## config.mk

```make
export PLATFORM = sky130hd
export DESIGN_NAME = serial_subtractor
export DESIGN_NICKNAME = d
export VERILOG_FILES = /design/src/rtl/serial_subtractor.sv
export SDC_FILE = /design/constraint.sdc
export NUM_CORES = 1
export LEC_CHECK = 0
export ABC_AREA = 1
export BUFFER_PORTS_ARGS = -buffer_cell sky130_fd_sc_hd__buf_2
export CAP_MARGIN = 20
export CORE_MARGIN = 2
export CORE_UTILIZATION = 56
export CTS_BUF_LIST = sky130_fd_sc_hd__clkbuf_16
export DETAILED_ROUTE_END_ITERATION = 10
export PLACE_DENSITY = 0.85
export SLEW_MARGIN = 40
export SYNTH_ARGS = -nofsm -noshare
export SYNTH_HDL_FRONTEND = slang
export SYNTH_SLANG_ARGS = --single-unit
export TNS_END_PERCENT = 20
```

## constraint.sdc

```tcl
create_clock -name CLK100MHZ -period 2.3 [get_ports CLK100MHZ]
set_input_delay 0.23 -clock CLK100MHZ [delete_from_list [all_inputs] [get_ports CLK100MHZ]]
set_output_delay 0.23 -clock CLK100MHZ [all_outputs]
set_load 0.05 [all_outputs]
```

## src/rtl/serial_subtractor.sv

```systemverilog
// Bit-serial subtractor: a - b processed LSB first through one full-subtractor cell.
// Start/busy/done handshake; diff/borrow/overflow registers update only on completion.
module serial_subtractor #(
    parameter int WIDTH = 4
) (
    input  logic             CLK100MHZ,
    input  logic             CPU_RESETN,
    input  logic             start,
    input  logic [WIDTH-1:0] a,
    input  logic [WIDTH-1:0] b,
    output logic             busy,
    output logic             done,
    output logic [WIDTH-1:0] diff,
    output logic             borrow,
    output logic             overflow
);

    localparam int CW = (WIDTH > 1) ? $clog2(WIDTH) : 1;

    typedef enum logic [1:0] {
        IDLE  = 2'd0,
        SHIFT = 2'd1,
        DONE  = 2'd2
    } state_t;

    state_t           state;
    logic [WIDTH-1:0] a_sh;
    logic [WIDTH-1:0] b_sh;
    logic [WIDTH-1:0] res;
    logic             bin;
    logic [CW-1:0]    cnt;
    logic             a_msb;
    logic             b_msb;

    logic             d;
    logic             bout;
    logic [WIDTH:0]   res_cat;
    logic [WIDTH-1:0] res_next;
    logic             last_bit;

    function automatic logic diff_bit(input logic x, input logic y, input logic bi);
        return x ^ y ^ bi;
    endfunction

    function automatic logic borrow_bit(input logic x, input logic y, input logic bi);
        return (~x & y) | (~(x ^ y) & bi);
    endfunction

    // Signed overflow only possible when operand signs differ and the result sign leaves the minuend's.
    function automatic logic signed_ovf(input logic sa, input logic sb, input logic sd);
        return (sa != sb) && (sd != sa);
    endfunction

    always_comb begin
        d        = diff_bit(a_sh[0], b_sh[0], bin);
        bout     = borrow_bit(a_sh[0], b_sh[0], bin);
        res_cat  = {d, res};
        res_next = res_cat[WIDTH:1];
        last_bit = (cnt == CW'(WIDTH - 1));
    end

    always_ff @(posedge CLK100MHZ) begin
        if (!CPU_RESETN) begin
            state    <= IDLE;
            a_sh     <= '0;
            b_sh     <= '0;
            res      <= '0;
            bin      <= 1'b0;
            cnt      <= '0;
            a_msb    <= 1'b0;
            b_msb    <= 1'b0;
            busy     <= 1'b0;
            done     <= 1'b0;
            diff     <= '0;
            borrow   <= 1'b0;
            overflow <= 1'b0;
        end else if (state == SHIFT) begin
            a_sh <= a_sh >> 1;
            b_sh <= b_sh >> 1;
            res  <= res_next;
            bin  <= bout;
            cnt  <= cnt + 1'b1;
            if (last_bit) begin
                state    <= DONE;
                busy     <= 1'b0;
                done     <= 1'b1;
                diff     <= res_next;
                borrow   <= bout;
                overflow <= signed_ovf(a_msb, b_msb, res_next[WIDTH-1]);
            end
        end else begin
            // The single DONE cycle also serves as an accept window so back-to-back issue is WIDTH+1 cycles.
            done <= 1'b0;
            if (start) begin
                state <= SHIFT;
                busy  <= 1'b1;
                a_sh  <= a;
                b_sh  <= b;
                a_msb <= a[WIDTH-1];
                b_msb <= b[WIDTH-1];
                res   <= '0;
                bin   <= 1'b0;
                cnt   <= '0;
            end else begin
                state <= IDLE;
                busy  <= 1'b0;
            end
        end
    end

endmodule
```

==> impl_metrics.yaml <==
floorplan:
  start_util_pct: 59.9
  ios: 19
  die_h_um: 47.0
  rows: 15
  fp.dieW_um: 47.0
  coreArea_mm2: 0.00173
  dieArea_mm2: 0.00221
place:
  place.gp.congestion: 0.802
  hpwl_um: 1450
  port_buffers: 18
global_route:
  grt_max_degree: 18
  gr-usage-met2_pct: 36.7
  track_usage_pct: 21.7
  antenna_found_initial: 0
  grt_overflow_total: 0
  busiest_layer: "met2"
  use_met3_pct: 3.46
  grt_pass1_wl_um: 3330
  grtUsageMet1_pct: 27.2
  grt_pass1_vias: 793
worst_setup_path:
  end_kind: "flop"
  cp.arrival_ns: 1.53
  cp_max_fo: 4
  required_ns: 2.46
  startpoint_type: "flop"
  critPathKind: "flop to flop"
detailed_routing:
  drc: 0
  drtIter0Drc: 19
  avgRoutedWirePerCell_um: 11.6
  viasPerCell: 5.12
  first_pass_iters: 4
  routed_wl_um: 2090
  ant_nets: 0
  vias: 927
pwr:
  p_leak_nw: 0.611
  power.density_mw_per_mm2: 766
  vdd_drop_max_uv: 397
logic_synthesis:
  syn-num-nets: 151
  synth_area_leaders: "dfxtp_1 (48%), nand2_1 (16%), nand3_1 (11%), inv_1 (4.0%), nor2_1 (2.9%)"
  yosysTopAreaCell: "dfxtp_1"
  netlist_area_mm2: 0.00103
  synth_cells: 138
  synth_seq_area_share_pct: 48.4
  ys_warn_count: 0
  yosysTopAreaCellShare_pct: 48.4
  synth_seq_cells: 25
  ys_types: 19
  avgSynthCellArea_um2: 7.50
finish:
  fillers: 136
  syn_to_final_growth_pct: 17.4
  final_nets: 170
  n_antenna_cell: 0
  multi_input_area_um2: 454
  seq_area_um2: 500
  layout-drive-gt1-share_pct: 20.5
sta:
  worstMarginPinSlew_ns: 0.315
  rsz0062_at_grt: "false"
  finalSetupViolCount: 0
  fin_crit_sh_pct: 59.8
  finClkSkew_ns: 0.00381
  max_freq_ghz: 0.727
  slew_headroom_pct: 79.0
  hold_viol_final: 0
  whs_ns: 0.239
  fin_tns_setup_ns: 0
  period_minus_slack_ns: 1.38
  slew_viol_final: 0
cts:
  clock_sink_count: 25
  cts_resized: 0
  cts_setup_buffers: 0
  cts_buffers: 3
  clock_path_buffers: 2
  htreeDepth: 1
  cts.clk_slew.worst_paths_ns: 0.06
  ctsHoldBuffers: 0
  cts-root-buf: "clkbuf_16"
  cts_tree: "yes"
  clock_latency_ns: 0.26
run:
  drv_cap: 0
outcome:
  status: "finished clean"
min_path:
  hp-class: "primary input to flop"
## layout by cell type, fill, tap and decap left out, drive strengths merged
master and count:
clkbuf 3, a211oi 2, o21ai 7, a21oi 1, fa 1, clkinvlp 1, nor2 12, nand2 47
ha 1, dfxtp 25, buf 18, inv 15, nand3 23
## final timing paths
kind | from | end | slack [ns] | cells past startpoint
worst max register to register | b_sh[0] | overflow | 0.92 | 7
worst min register to register | b_sh[1] | b_sh[0] | 0.45 | 2
worst max-delay path | b_sh[0] | overflow | 0.92 | 7
worst min-delay path | a[3] | a_sh[3] | 0.24 | 3
## cells in the mapped netlist (all sizes together)
cell type	n
inv	15
nand2	47
buf	3
fa	1
nand3	23
clkbuf	1
o21ai	7
dfxtp	25
a211oi	2
a21oi	1
nor2	12
ha	1
## power by group
group	leakage, nW	internal [W]	switching [W]	total [W]
Sequential	0.204	0.000449	0.0000112	0.000460
Clock	0.0371	0.000236	0.000150	0.000386
Combinational	0.370	0.0000288	0.0000557	0.0000845
## layer usage
metal / share of wire (%) / up-vias
li1: - / 472
met5: 0 / -
met3: 5.3 / 4
met4: 1.4 / 0
met2: 50 / 26
met1: 44 / 425
## per-stage QoR
step / instance area, µm² / util (%) / total power, W / cells / setup slack [ns]
global placement: 1130 / 65.6 / 0.000549 / 177 / 1.01
finish: 1210 / 70.4 / 0.000931 / 181 / 0.925
floorplan: 1030 / - / 0.000531 / 138 / 0.969
CTS: 1210 / 70.4 / 0.000934 / 181 / 0.944
global route: 1210 / 70.4 / 0.000970 / 181 / 0.833
detailed placement: 1130 / 65.6 / 0.000553 / 177 / 0.969
## registers in the layout, indices dropped and copies added, names as in the netlist
| signal | cells |
|---|---|
| a_msb | 1 |
| done | 1 |
| res | 3 |
| state | 2 |
| b_msb | 1 |
| cnt | 2 |
| a_sh | 4 |
| diff | 4 |
| bin | 1 |
| overflow | 1 |
| b_sh | 4 |
| borrow | 1 |
## area by class of cell
type	count	area share [%]
clock inverter	1	0.618
tap	25	2.57
multi-input combinational	94	37.4
clock buffer	3	6.18
inverter	15	4.63
timing repair buffer	18	7.42
sequential	25	41.2
## kinds of logic after synthesis
group | Yosys count | synth area share, %
AO/OA/AOI/OAI | 10 | 5.32
adder cells (fa/ha/maj) | 2 | 3.14
buffers and inverters | 19 | 7.74
flip-flops | 25 | 48.4
AND/OR/NAND/NOR | 82 | 35.4
## critical path: stages (launching register included)
cell and delay (ns):
dfxtp_1 0.33, inv_1 0.06, fa_1 0.57, nor2_1 0.06, nand2_1 0.05, o21ai_0 0.08, nand2_1 0.08, nand2_1 0.04
Power figures use the tool's default switching activity.
